===== config.mk =====
export PLATFORM = sky130hd
export DESIGN_NAME = lc_trans_guard_flat
export DESIGN_NICKNAME = d
export VERILOG_FILES = /design/src/rtl/lc_trans_guard_pkg.sv /design/src/rtl/lc_trans_guard_if.sv /design/src/rtl/lc_hist_buf.sv /design/src/rtl/lc_trans_guard.sv /design/src/flat_wrapper.sv
export SDC_FILE = /design/constraint.sdc
export NUM_CORES = 1
export LEC_CHECK = 0
export CORE_MARGIN = 10
export CORE_UTILIZATION = 46
export CTS_CLUSTER_SIZE = 40
export DETAILED_ROUTE_END_ITERATION = 10
export PLACE_DENSITY = 0.86
export SLEW_MARGIN = 10
export SYNTH_ARGS = -nofsm -noshare
export SYNTH_HDL_FRONTEND = slang
export SYNTH_HIERARCHICAL = 1
export SYNTH_SLANG_ARGS = --single-unit

===== constraint.sdc =====
create_clock -name clk -period 5.6 [get_ports clk]
set_input_delay 1.12 -clock clk [delete_from_list [all_inputs] [get_ports clk]]
set_output_delay 1.12 -clock clk [all_outputs]
set_load 0.02 [all_outputs]

===== src/rtl/lc_trans_guard_pkg.sv =====
// Shared types and error codes for the life-cycle transition guard.
package lc_trans_guard_pkg;

    typedef enum logic [2:0] {
        ST_IDLE   = 3'd0,
        ST_CHECK  = 3'd1,
        ST_COMMIT = 3'd2,
        ST_RESP   = 3'd3,
        ST_LOCK   = 3'd4
    } lc_fsm_e;

    localparam logic [2:0] ERR_NONE    = 3'd0;
    localparam logic [2:0] ERR_REDUN   = 3'd1;
    localparam logic [2:0] ERR_INVALID = 3'd2;
    localparam logic [2:0] ERR_SELF    = 3'd3;
    localparam logic [2:0] ERR_ILLEGAL = 3'd4;

    typedef enum logic [2:0] {
        RAW            = 3'd0,
        TEST_UNLOCKED0 = 3'd1,
        TEST_LOCKED0   = 3'd2,
        RMA            = 3'd3,
        INVALID        = 3'd7
    } dec_lc_state_e;

endpackage


===== src/rtl/lc_trans_guard_if.sv =====
// Transition command/response handshake between requester and guard.
interface lc_trans_guard_if #(
    parameter int STATE_W = 3,
    parameter int NUM_REP = 2
);
    import lc_trans_guard_pkg::*;

    logic                       req_valid;
    logic [NUM_REP*STATE_W-1:0] req_target;
    logic                       req_ready;
    logic                       rsp_valid;
    logic                       rsp_ok;
    logic [2:0]                 rsp_err;

    modport master (
        output req_valid, req_target,
        input  req_ready, rsp_valid, rsp_ok, rsp_err
    );

    modport slave (
        input  req_valid, req_target,
        output req_ready, rsp_valid, rsp_ok, rsp_err
    );

endinterface


===== src/rtl/lc_hist_buf.sv =====
// History of committed targets; entry 0 holds the newest, the oldest drops off on push.
module lc_hist_buf
    import lc_trans_guard_pkg::*;
#(
    parameter int HIST_DEPTH  = 4,
    parameter int STATE_W     = 3,
    parameter int RESET_STATE = 0
) (
    input  logic                          clk,
    input  logic                          rst_n,
    input  logic                          push,
    input  logic [STATE_W-1:0]            din,
    output logic [HIST_DEPTH*STATE_W-1:0] hist
);

    logic [STATE_W-1:0] entry [HIST_DEPTH];

    always_ff @(posedge clk) begin
        if (!rst_n) begin
            for (int i = 0; i < HIST_DEPTH; i++) begin
                entry[i] <= STATE_W'(RESET_STATE);
            end
        end else if (push) begin
            entry[0] <= din;
            for (int i = 1; i < HIST_DEPTH; i++) begin
                entry[i] <= entry[i-1];
            end
        end
    end

    for (genvar g = 0; g < HIST_DEPTH; g++) begin : g_out
        assign hist[g*STATE_W +: STATE_W] = entry[g];
    end

endmodule


===== src/rtl/lc_trans_guard.sv =====
// Life-cycle transition guard: checks redundant targets against a legality matrix,
// commits accepted transitions and locks out after repeated rejections.
//
//   state  | meaning
//   IDLE   | ready for a request
//   CHECK  | evaluate captured target, latch error code
//   COMMIT | update cur_state and history
//   RESP   | one-cycle response pulse
//   LOCK   | timed lockout after ERR_THRESH rejections
module lc_trans_guard
    import lc_trans_guard_pkg::*;
#(
    parameter int STATE_W     = 3,
    parameter int NUM_REP     = 2,
    parameter int NUM_STATES  = 8,
    parameter int RESET_STATE = 0,
    parameter int HIST_DEPTH  = 4,
    parameter int ERR_THRESH  = 3,
    parameter int LOCK_CYCLES = 16
) (
    input  logic                                clk,
    input  logic                                rst_n,
    lc_trans_guard_if.slave                     bus,
    input  logic [NUM_STATES*NUM_STATES-1:0]    legal_map,
    output logic [STATE_W-1:0]                  cur_state,
    output logic [HIST_DEPTH*STATE_W-1:0]       hist,
    output logic [$clog2(ERR_THRESH+1)-1:0]     err_cnt,
    output logic                                locked,
    output logic                                alert
);

    localparam int CNT_W = $clog2(ERR_THRESH + 1);
    localparam int LCK_W = (LOCK_CYCLES > 1) ? $clog2(LOCK_CYCLES) : 1;
    localparam int IDX_W = $clog2(NUM_STATES * NUM_STATES);

    lc_fsm_e state, state_nxt;

    logic [NUM_REP*STATE_W-1:0] cap_target;
    logic [STATE_W-1:0]         tgt;
    logic [LCK_W-1:0]           lock_cnt;
    logic [IDX_W-1:0]           map_idx;
    logic [2:0]                 chk_err;
    logic                       redun_ok;
    logic                       rsp_ok_q;
    logic [2:0]                 rsp_err_q;

    assign tgt = cap_target[STATE_W-1:0];

    // Checks are prioritised; later ones only matter once earlier ones pass,
    // so an out-of-range map index for an invalid target is never used.
    always_comb begin
        redun_ok = 1'b1;
        for (int i = 1; i < NUM_REP; i++) begin
            if (cap_target[i*STATE_W +: STATE_W] != tgt) redun_ok = 1'b0;
        end
        map_idx = IDX_W'(cur_state) * IDX_W'(NUM_STATES) + IDX_W'(tgt);
        chk_err = ERR_NONE;
        if (!redun_ok)                          chk_err = ERR_REDUN;
        else if (int'(tgt) >= NUM_STATES - 1)   chk_err = ERR_INVALID;
        else if (tgt == cur_state)              chk_err = ERR_SELF;
        else if (!legal_map[map_idx])           chk_err = ERR_ILLEGAL;
    end

    always_ff @(posedge clk) begin
        if (!rst_n) state <= ST_IDLE;
        else        state <= state_nxt;
    end

    always_comb begin
        state_nxt = state;
        case (state)
            ST_IDLE:   if (bus.req_valid) state_nxt = ST_CHECK;
            ST_CHECK:  state_nxt = (chk_err == ERR_NONE) ? ST_COMMIT : ST_RESP;
            ST_COMMIT: state_nxt = ST_RESP;
            ST_RESP:   state_nxt = (err_cnt == CNT_W'(ERR_THRESH)) ? ST_LOCK : ST_IDLE;
            ST_LOCK:   if (lock_cnt == '0) state_nxt = ST_IDLE;
            default:   state_nxt = ST_IDLE;
        endcase
    end

    always_ff @(posedge clk) begin
        if (!rst_n) begin
            cap_target <= '0;
            cur_state  <= STATE_W'(RESET_STATE);
            err_cnt    <= '0;
            rsp_ok_q   <= 1'b0;
            rsp_err_q  <= ERR_NONE;
            lock_cnt   <= '0;
            alert      <= 1'b0;
        end else begin
            case (state)
                ST_IDLE: begin
                    if (bus.req_valid) cap_target <= bus.req_target;
                end
                ST_CHECK: begin
                    rsp_err_q <= chk_err;
                    rsp_ok_q  <= (chk_err == ERR_NONE);
                    if (chk_err != ERR_NONE && err_cnt != CNT_W'(ERR_THRESH))
                        err_cnt <= err_cnt + 1'b1;
                end
                ST_COMMIT: begin
                    cur_state <= tgt;
                    err_cnt   <= '0;
                end
                ST_RESP: begin
                    if (state_nxt == ST_LOCK) begin
                        lock_cnt <= LCK_W'(LOCK_CYCLES - 1);
                        alert    <= 1'b1;
                    end
                end
                ST_LOCK: begin
                    if (lock_cnt == '0) err_cnt  <= '0;
                    else                lock_cnt <= lock_cnt - 1'b1;
                end
                default: ;
            endcase
        end
    end

    lc_hist_buf #(
        .HIST_DEPTH  (HIST_DEPTH),
        .STATE_W     (STATE_W),
        .RESET_STATE (RESET_STATE)
    ) u_hist (
        .clk   (clk),
        .rst_n (rst_n),
        .push  (state == ST_COMMIT),
        .din   (tgt),
        .hist  (hist)
    );

    assign bus.req_ready = rst_n && (state == ST_IDLE);
    assign bus.rsp_valid = (state == ST_RESP);
    assign bus.rsp_ok    = rsp_ok_q;
    assign bus.rsp_err   = rsp_err_q;
    assign locked        = (state == ST_LOCK);

endmodule


===== src/flat_wrapper.sv =====
// flat-port wrapper written by rule: the top's interface ports become plain ports
module lc_trans_guard_flat import lc_trans_guard_pkg::*;
#(
    parameter int STATE_W     = 3,
    parameter int NUM_REP     = 2,
    parameter int NUM_STATES  = 8,
    parameter int RESET_STATE = 0,
    parameter int HIST_DEPTH  = 4,
    parameter int ERR_THRESH  = 3,
    parameter int LOCK_CYCLES = 16
)
  (clk, rst_n, legal_map, cur_state, hist, err_cnt, locked, alert, bus_req_valid, bus_req_target, bus_req_ready, bus_rsp_valid, bus_rsp_ok, bus_rsp_err);
  lc_trans_guard_if #(.STATE_W(STATE_W), .NUM_REP(NUM_REP)) bus_i ();
  input  logic clk;
  input  logic rst_n;
  input  logic [NUM_STATES*NUM_STATES-1:0] legal_map;
  output logic [STATE_W-1:0] cur_state;
  output logic [HIST_DEPTH*STATE_W-1:0] hist;
  output logic [$clog2(ERR_THRESH+1)-1:0] err_cnt;
  output logic locked;
  output logic alert;
  input wire logic [$bits(bus_i.req_valid)-1:0] bus_req_valid;
  input wire logic [$bits(bus_i.req_target)-1:0] bus_req_target;
  output wire logic [$bits(bus_i.req_ready)-1:0] bus_req_ready;
  output wire logic [$bits(bus_i.rsp_valid)-1:0] bus_rsp_valid;
  output wire logic [$bits(bus_i.rsp_ok)-1:0] bus_rsp_ok;
  output wire logic [$bits(bus_i.rsp_err)-1:0] bus_rsp_err;
  assign bus_i.req_valid = bus_req_valid;
  assign bus_i.req_target = bus_req_target;
  assign bus_req_ready = bus_i.req_ready;
  assign bus_rsp_valid = bus_i.rsp_valid;
  assign bus_rsp_ok = bus_i.rsp_ok;
  assign bus_rsp_err = bus_i.rsp_err;
  lc_trans_guard #(.STATE_W(STATE_W), .NUM_REP(NUM_REP), .NUM_STATES(NUM_STATES), .RESET_STATE(RESET_STATE), .HIST_DEPTH(HIST_DEPTH), .ERR_THRESH(ERR_THRESH), .LOCK_CYCLES(LOCK_CYCLES)) u_core (.clk(clk), .rst_n(rst_n), .bus(bus_i), .legal_map(legal_map), .cur_state(cur_state), .hist(hist), .err_cnt(err_cnt), .locked(locked), .alert(alert));
endmodule

== Word level (Yosys, flattened, before mapping) ==
Memories as Yosys holds them, arrays and structs flattened.
Cells that the tools add are included.
Operators by class
  reductions and logical operators: 12
  mux-type cells: 25
  eq/ne operators: 13
  magnitude comparators: 2
  bitwise operators: 4
  add/sub/neg operators: 3
Operator list (count)
  $mux 3: 11
  $pmux 3 s5: 1
  $mux 4: 2
  $pmux 4 s2: 1
  $lt 6x7->1 const B: 1
  $add 6x3->6: 1
  $bmux 1 s6: 1
  $eq 3x2->1 const B: 2
  $eq 3x3->1 const B: 2
  $logic_not 3->1: 2
  $mux 1: 6
  $ne 2x1->1 const B: 3
  $pmux 2 s3: 1
  $reduce_and 3->1: 2
  $reduce_bool 3->1: 2
  $logic_not 4->1: 1
  $mux 2: 2
  $ne 2x2->1 const B: 2
  $or 1x1->1: 4
  $reduce_and 2->1: 2
  $sub 4x1->4 const B: 1
  $eq 3x1->1 const B: 1
  $eq 3x3->1: 1
  $ge 3x3->1 const B: 1
  5 further kinds: 6
Storage, ports and cells
  memories: 1
  bits in writable memories: 12
  input port bits: 73
  bits in registers: 23
  output and inout bits: 25
  word-level logic and storage cells: 68
Memory list
  u_core.u_hist.entry: depth 4, width 3, rd ports 4, clocked after memory_dff 0, write ports 4, line lc_hist_buf.sv:16  | logic [STATE_W-1:0] entry [HIST_DEPTH];

== Depth between registers and ports, before layout ==
Gate-level depths: netlist of run 1.
  depth in word-level cells: 13
  depth in mapped cells: 9
  gate-level depth less buffers: 7

== Modules after synthesis ==
Netlist of run 1, hierarchy kept.
By module, submodules not included
  lc_trans_guard: area an instance 1819.2 um^2, times used 1, cells each 202
  lc_hist_buf: area an instance 460.4 um^2, times used 1, cells each 27

== Worst setup path after synthesis of run 1 ==
OpenSTA, ideal clock, no wires.
  path kind: input to output
  start point: in rst_n
  end point: out bus_req_ready
  setup slack: 2.844 ns
  stages: 2
  data arrival time: 1.636 ns
  path buffers: 0
  path through: nand2b_1 -> nor3_1
On the way
  longest elaborated chain between the ends: 1
RTL lines
  from (decl): line flat_wrapper.sv:15  | input logic rst_n;
  $logic_and 1x1->1: line lc_trans_guard.sv:132  | assign bus.req_ready = rst_n && (state == ST_IDLE);
  to (decl): line flat_wrapper.sv:24  | output wire logic [$bits(bus_i.req_ready)-1:0] bus_req_ready;
Every way passes these cells.

== Final worst setup path of run 1 ==
Ends and elaborated chain as after synthesis.

==> results of run 1 <==
layout by cell type, fill, tap and decap left out, types with 3 or more instances in the layout:
| cell | count |
|---|---|
| clkdlybuf4s50_1 | 97 |
| mux2i_1 | 31 |
| dfxtp_1 | 23 |
| nor2b_1 | 14 |
| nor2_1 | 14 |
| nand2_1 | 13 |
| edfxtp_1 | 12 |
| and3_1 | 11 |
| o21ai_0 | 10 |
| a21oi_1 | 8 |
| inv_1 | 7 |
| o22ai_1 | 6 |
| a21boi_0 | 6 |
| clkbuf_8 | 5 |
| nand2b_1 | 5 |
| mux4_1 | 5 |
| nand3_1 | 5 |
| nor3_1 | 4 |
| xnor2_1 | 4 |
| and2_1 | 3 |
| o211ai_1 | 3 |
| mux4_2 | 3 |
| or3_1 | 3 |
cell families (layout without fill, tap and decap cells):
kind of cell    after synthesis  count (layout)  synth area share, %
compound gates               44              44                 13.8
xor+xnor                      5               5                 1.92
fa+ha+maj                     2               2                 1.10
buf+inv                      24             114                 5.60
flops                        35              35                 36.0
mux                          39              39                 22.3
simple gates                 80              80                 19.2
worst reg2reg max path: cells and delay by family (launching register included):
kind            cells  cell delay (ns)
flops               1             0.86
mux                 3             1.01
compound gates      3             0.59
worst min path at each step:
| stage | start | slack (ns) | end | depth (start not counted) |
|---|---|---|---|---|
| after floorplan | u_core/lock_cnt[1] | 0.47 | u_core/lock_cnt[1] | 1 |
| after CTS | u_core/alert | 0.46 | u_core/alert | 2 |
| final | u_core/alert | 0.46 | u_core/alert | 2 |
| after global placement | u_core/alert | 0.45 | u_core/alert | 2 |
| after global routing | u_core/alert | 0.51 | u_core/alert | 2 |
| after detailed placement | u_core/alert | 0.45 | u_core/alert | 2 |
synth_stat cells (2+ instances only):
cell      count
nand3_1       5
mux4_2        3
o211a_1       2
o22ai_1       6
buf_6         2
or3_1         3
nor3_1        4
a21oi_1       8
buf_2         6
a21boi_0      6
inv_1         7
nand2_1      13
and3_1       11
ha_1          2
o32ai_1       2
mux4_1        5
dfxtp_1      23
nor2b_1      14
clkbuf_1      6
xnor2_1       4
o21ai_0      10
mux2i_1      31
o211ai_1      3
and2_1        3
edfxtp_1     12
nand2b_1      5
nor2_1       14
or2_1         2
and3_2        2
power breakdown:
group	switching (W)	leakage, nW	total (W)	internal [W]
logic	0.000195	0.890	0.000422	0.000227
registers	0.0000536	0.313	0.000363	0.000310
clock network	0.0000967	0.0581	0.000229	0.000133
total	0.000345	1.26	0.00101	0.000669
routing by layer:
layer  wire (µm)  part of all wire [%]
met1        2550                    41
met2        3070                    50
met3         463                   7.5
met4          91                   1.5
met5           0                     0
state kept, by name, summed over array words and instances, names as in the netlist:
name / count
u_core/alert: 1
u_core/bus.rsp_err: 3
u_core/bus.rsp_ok: 1
u_core/cap_target: 6
u_core/cur_state: 3
u_core/err_cnt: 2
u_core/lock_cnt: 4
u_core/state: 3
u_core/u_hist/entry: 12
final cells by class:
class / instances / share of cell area, %
Tap cell: 67 / 2.49
Clock inverter: 3 / 1.30
Sequential cell: 35 / 24.4
Multi-Input combinational cell: 170 / 39.6
Timing Repair Buffer: 99 / 29.3
Inverter: 7 / 0.782
Clock buffer: 5 / 2.05
stage by stage:
stage               hold WS (ns)  cells  area (µm²)  worst slack, ns  util [%]
floorplan                  0.472    229        2280             2.84         -
CTS                        0.462    386        3360             1.71      70.7
finish                     0.456    386        3360             1.72      70.7
global route               0.512    386        3360             1.61      70.7
global placement           0.448    378        3250             1.73      68.3
detailed placement         0.451    378        3250             1.70      68.3
==> results.md, run 1 <==
- CP startpoint kind: input port
- GPL Wtd Cong: 0.829
- Yosys top cell area share: 20.2%
- Worst-path fanout max: 38
- Final #Nets: 393
- Die width: 90.4 µm
- Count of cell types in the netlist: 44
- Root Buffer: clkbuf_8
- Peak VDD IR: 0.194 mV
- Worst reg-to-reg path cell count: 6
- Num CTS Buffers: 5
- Die area: 8170 µm²
- Status: finished clean
- Family with the most delay on the worst path: buffers and inverters
- Synth area leader: dfxtp_1
- Synthesized area: 2280 µm²
- Fmax achieved: 0.258 GHz
- Crit-path max cell delay: 0.63 ns
- Setup bufs post-CTS: 0
- Max_slew headroom: 33.3%
- Diodes inserted: 0
- Post-CTS Hold Buffers: 0
- Stages on the worst setup path: 5
- Total GRT Usage: 14.7%
- Clock transition at path regs: 0.07 ns
- R2R Path End: u_core/err_cnt[1]
- Flop and latch count out of synthesis: 35
- 1st-iter DRT viols: 117
- Starting Density: 47.9%
- FFs w/ async S/R, synth: 0%
- Number of nets with antenna violations after routing: 0
- Fin Clk Skew: 0.00621 ns
- CORE AREA: 4750 µm²
- CP Class: input port to output port
- Top_reg_cell synth: dfxtp_1
- Synth top area cells: dfxtp_1, edfxtp_1, mux2i_1
- RSZ-0062 raised after global routing: no
- Share of cells above drive strength 1: 6.27%
- Cell chain of the critical path: clkdlybuf4s50_1 -> buf_4 -> nand2b_1 -> nor3_1 -> clkdlybuf4s50_1
- Register area: 821 µm²
- Setup violations, final: 0
- DRC: 0
- Vias per std cell: 5.26
- Htree depth: 2
- First-pass GRT wire length: 9.98 mm
- CTS tree: done
- Setup crit end: bus_req_ready
- Port Buffers: 97
- Post-CTS Resized: 0
- Pre-antenna DRT Iters: 4
- Reg2Reg Setup Slack: 3.08 ns
- Worst R2R Start: u_core/cap_target[1]
- Number of global-route vias before repair: 2054
- Worst Setup SP: rst_n
- Synth Warn #: 6
- Antenna violations before repair: 0
- Final Max Tran Viols: 0
- Critical path arrival: 2.76 ns
- Synthesized area per cell: 9.95 µm²
- Total Wirelength: 6.18 mm
- Vias: 2031
- CP endpoint kind: output port
- Max cap viols: 0
- PD cells: 302 nW/µm²
- HPWL Detailed: 4.84 mm
- Sink Count: 35
- Post-synthesis sequential area ratio: 36.0%
- Syn Nets: 304
- Crit path buf inv count: 3
- IO Pins: 98
- CP max stage cell: clkdlybuf4s50_1
- Final setup TNS: 0 ns
- GR Util met3: 5.15%
- Area growth syn-to-layout: 47.4%
- FP Rows: 25
- Power Total: 0.00101 W
- Largest net degree at the start of global routing: 39
- Filler cells: 365
- Number of flops mapped to enable cells by yosys: 12
- Routed WL per cell: 16.0 µm
- Post-route minimum period: 3.88 ns
- Grt total ovfl: 0
- Hold WC Path Type: register to register
- Die height: 90.4 µm
- Busiest grt layer: met2
- Slew @ Worst Pin: 0.998 ns
- Final hold violations: 0
- CP dominant cell by count: clkdlybuf4s50_1
- Multi-input gate area in the final layout: 1330 µm²
- Leak: 1.26 nW
- Data required, critical path: 4.48 ns
- Synthesized instance count: 229
- Worst-Skew Late Latency: 0.29 ns
- Met1 Use GR: 16.0%
- CTS max path bufs: 2
- Fin crit share: 69.3%
- GR Util met2: 25.7%
Power figures use the tool's default switching activity.
==> inputs of run 2 (changes only) <==
CORE_UTILIZATION = 39   (was 46)
PLACE_DENSITY = 0.78   (was 0.86)
clock period = 3.24 ns   (was 5.6 ns; I/O delays follow)
==> results.md, run 2 (synthesis gave the netlist of run 1 again) <==
- Status: finished clean
- Biggest regs: u_core/u_hist/entry (12), u_core/cap_target (6), u_core/lock_cnt (4)
- Post-CTS Hold Buffers: 0
- Register area: 821 µm²
- Pre-antenna DRT Iters: 4
- Grt total ovfl: 0
- Data required, critical path: 2.59 ns
- Final #Nets: 395
- Critical path arrival: 1.96 ns
- Leak: 1.27 nW
- Post-CTS Resized: 0
- Htree depth: 2
- Worst-Skew Late Latency: 0.28 ns
- Number of global-route vias before repair: 2016
- Filler cells: 503
- Post-Layout Cell Count: 393
- CTS tree: done
- Die height: 96.5 µm
- DRC: 0
- Final setup TNS: 0 ns
- Commonest non-fill, non-tap cell in the layout: clkdlybuf4s50_1
- Post-route minimum period: 2.60 ns
- CORE AREA: 5570 µm²
- Worst setup margin: 0.636 ns
- Die width: 96.5 µm
- Util after Layout: 60.7%
- GPL Wtd Cong: 0.789
- Peak VDD IR: 0.446 mV
- PD cells: 521 nW/µm²
- Fin Clk Skew: 0.00633 ns
- Dpl cells: 385
- Power Total: 0.00176 W
- Hold WC Path Type: register to register
- Clock transition at path regs: 0.07 ns
- CP endpoint kind: output port
- Number of nets with antenna violations after routing: 0
- Slew @ Worst Pin: 0.825 ns
- Share of cells above drive strength 1: 6.85%
- Largest net degree at the start of global routing: 38
- Starting Density: 40.9%
- CTS max path bufs: 2
- FP Rows: 27
- Total Wirelength: 6.18 mm
- Setup bufs post-CTS: 0
- Vias: 2034
- Worst slack at placement: 0.633 ns
- Root Buffer: clkbuf_8
- CP startpoint kind: input port
- Antenna violations before repair: 0
- Max cap viols: 0
- Routed WL per cell: 15.7 µm
- Setup violations, final: 0
- First-pass GRT wire length: 9.74 mm
- Final Max Tran Viols: 0
- Diodes inserted: 0
- Total GRT Usage: 13.2%
- Fmax achieved: 0.384 GHz
- Multi-input gate area in the final layout: 1330 µm²
- RSZ-0062 raised after global routing: no
- Sink Count: 35
- Fin crit share: 80.4%
- HPWL Detailed: 4.79 mm
- Max_slew headroom: 45.0%
- Vias per std cell: 5.18
- CP Class: input port to output port
- Die area: 9300 µm²
- Port Buffers: 97
- Final hold violations: 0
- 1st-iter DRT viols: 109
- IO Pins: 98
- Area growth syn-to-layout: 48.4%
- Worst-path fanout max: 2
- Max reg flops: 12
- Most flops, register: u_core/u_hist/entry
- Num CTS Buffers: 5
- Most frequent cells in the layout: clkdlybuf4s50_1, mux2i_1, dfxtp_1
-- run 2: changes by cell type in the layout (fill, tap and decap cells not counted), sizes merged --
cell	before	now
buf	2	4
-- run 2: through the flow --
| stage | hold WS (ns) | instance area (µm²) |
|---|---|---|
| 2_1_floorplan | 0.472 | 2280 |
| 3_3_place_gp | 0.447 | 3270 |
| 3_5_place_dp | 0.449 | 3270 |
| 4_1_cts | 0.461 | 3380 |
| 5_1_grt | 0.480 | 3380 |
| 6_report | 0.458 | 3380 |
-- run 2: cell type report --
class	count	area share [%]
clock inverter	3	1.29
sequential	35	24.3
tap	72	2.66
inverter	7	0.777
timing repair buffer	101	29.6
clock buffer	5	2.03
multi-input combinational	170	39.4
-- run 2: final timing paths --
check,slack (ns),start,to,cells after the start
max,0.64,rst_n,bus_req_ready,4
min,0.46,u_core/alert,u_core/alert,2
max reg2reg,0.70,u_core/cap_target[1],u_core/err_cnt[0],6
min reg2reg,0.46,u_core/alert,u_core/alert,2
-- run 2: layer usage --
metal / up-vias / global-route usage, % / wire length [µm]
li1: 1023 / - / -
met1: 944 / 15.6 / 2560
met2: 63 / 21.8 / 2990
met3: 4 / 5.01 / 566
met4: 0 / 3.75 / 66
met5: - / 0 / 0
-- run 2: worst max-delay path: stages --
cell             delay [ns]
clkdlybuf4s50_1        0.48
nand2b_1               0.07
nor3_1                 0.13
clkdlybuf4s50_1        0.63
-- run 2: report_power, final --
part	leakage, nW	total (W)	internal, W	switching (W)
combinational	0.900	0.000742	0.000402	0.000340
clock	0.0581	0.000389	0.000229	0.000160
sequential	0.313	0.000631	0.000536	0.0000957
==> inputs of run 3 (changes only) <==
CORE_UTILIZATION = 43   (was 39)
PLACE_DENSITY = 0.81   (was 0.78)
clock period = 2.65 ns   (was 3.24 ns; I/O delays follow)
==> results.md, run 3 (synthesis gave the netlist of run 1 again) <==
- Status: finished clean
- Reg2Reg Setup Slack: 0.22 ns
- CTS max path bufs: 2
- Sink Count: 35
- Highest Signal Layer: met4
- Grt total ovfl: 0
- Final hold violations: 0
- CORE AREA: 5140 µm²
- Critical path arrival: 2.65 ns
- Final Max Tran Viols: 0
- Crit-path max cell delay: 0.63 ns
- 1st-iter DRT viols: 158
- Biggest regs: u_core/u_hist/entry (12), u_core/cap_target (6), u_core/lock_cnt (4)
- Worst slack at placement: 0.149 ns
- Dpl cells: 385
- Root Buffer: clkbuf_8
- Final setup TNS: 0 ns
- Routed WL per cell: 16.5 µm
- Max cap viols: 0
- FP Rows: 26
- Final #Nets: 397
- Worst hold slack: 0.481 ns
- WL met2: 3.51 mm
- Die area: 8610 µm²
- Share of cells above drive strength 1: 7.43%
- CP max stage cell: dfxtp_1
- Vias per std cell: 5.25
- GPL Wtd Cong: 0.776
- M1 wire length: 2.50 mm
- Post-Layout Cell Count: 393
- Total Wirelength: 6.49 mm
- Cell chain of the critical path: buf_4 -> or2_1 -> o22ai_1 -> o32ai_1 -> nor2_1 -> o22a_4 -> o31ai_4 -> mux2i_1
- Max reg flops: 12
- Most flops, register: u_core/u_hist/entry
- Commonest non-fill, non-tap cell in the layout: clkdlybuf4s50_1
- Fin crit share: 91.9%
- Most frequent cells in the layout: clkdlybuf4s50_1, mux2i_1, dfxtp_1
- Clock transition at path regs: 0.08 ns
- Cell Area, Placed: 3290 µm²
- Post-CTS Hold Buffers: 0
- Setup violations, final: 0
- Worst setup margin: 0.216 ns
- Data required, critical path: 2.87 ns
- Slew @ Worst Pin: 0.694 ns
- Pre-antenna DRT Iters: 4
- PD cells: 619 nW/µm²
- Worst-Skew Late Latency: 0.30 ns
- CTS tree: done
- Number of global-route vias before repair: 2188
- Leak: 1.27 nW
- Worst-path fanout max: 11
- Number of nets with antenna violations after routing: 0
- Post-route minimum period: 2.43 ns
- First-pass GRT wire length: 10.4 mm
- Area growth syn-to-layout: 48.6%
- IO Pins: 98
- Antenna violations before repair: 0
- Htree depth: 2
- Max_slew headroom: 53.7%
- Fin area: 3390 µm²
- Fmax achieved: 0.411 GHz
- Port Buffers: 97
- DRC: 0
- Vias: 2064
- Post-CTS Resized: 0
- Setup bufs post-CTS: 0
- Die height: 92.8 µm
- Die width: 92.8 µm
- Starting Density: 44.4%
- CP endpoint kind: register
- RSZ-0062 raised after global routing: no
- Fin Clk Skew: 0.00540 ns
- HPWL Detailed: 5.06 mm
- Met3 wire length: 418 µm
- CP Class: register to register
- Hold WC Path Type: register to register
- Diodes inserted: 0
- Largest net degree at the start of global routing: 38
- Peak VDD IR: 0.430 mV
- Total GRT Usage: 15.0%
- CP startpoint kind: register
- Num CTS Buffers: 5
## run 3: cell types whose count changed in the layout (fill, tap and decap cells not counted), sizes merged
cell / previous run / this run
buf: 4 / 6
bufinv: 1 / 0
clkinv: 2 / 0
clkinvlp: 0 / 2
inv: 7 / 8
## run 3: path summary, 6_finish.rpt
| kind | endpoint | depth (start not counted) | startpoint |
|---|---|---|---|
| min | u_core/alert | 2 | u_core/alert |
| max | u_core/err_cnt[0] | 8 | u_core/cap_target[1] |
| max reg2reg | u_core/err_cnt[0] | 8 | u_core/cap_target[1] |
| min reg2reg | u_core/alert | 2 | u_core/alert |
## run 3: worst max-delay path, delay by kind of cell (launching register included)
family	cells	cell delay (ns)
AOI/OAI and AO/OA	4	0.88
DFF	1	0.63
and+or+nand+nor	2	0.31
buffers and inverters	1	0.27
muxes	1	0.25
## run 3: stage by stage
stage / total power [W] / utilization [%]
2_1_floorplan: 0.00136 / -
3_5_place_dp: 0.00171 / 64.1
4_1_cts: 0.00211 / 65.9
5_1_grt: 0.00223 / 65.9
6_report: 0.00210 / 65.9
3_3_place_gp: 0.00169 / 64.1
## run 3: per-layer routing
layer  global-route usage, %  vias up
li1                        -     1024
met1                    15.5      975
met2                    27.5       59
met3                    6.05        6
met4                    3.86        0
met5                       0        -
## run 3: area by class of cell
cell class | instances | area, µm²
inverters | 7 | 26.3
flip-flops and latches | 35 | 821
clock buffers | 5 | 68.8
fillers | 461 | 1750
well taps | 70 | 87.6
clock inverters | 3 | 23.8
repair buffers | 103 | 1030
multi-input cells | 170 | 1330
## run 3: where the power goes
part           total [W]  internal (W)  switching (W)
Clock           0.000399      0.000188       0.000211
Sequential      0.000752      0.000655      0.0000970
Combinational   0.000946      0.000508       0.000437
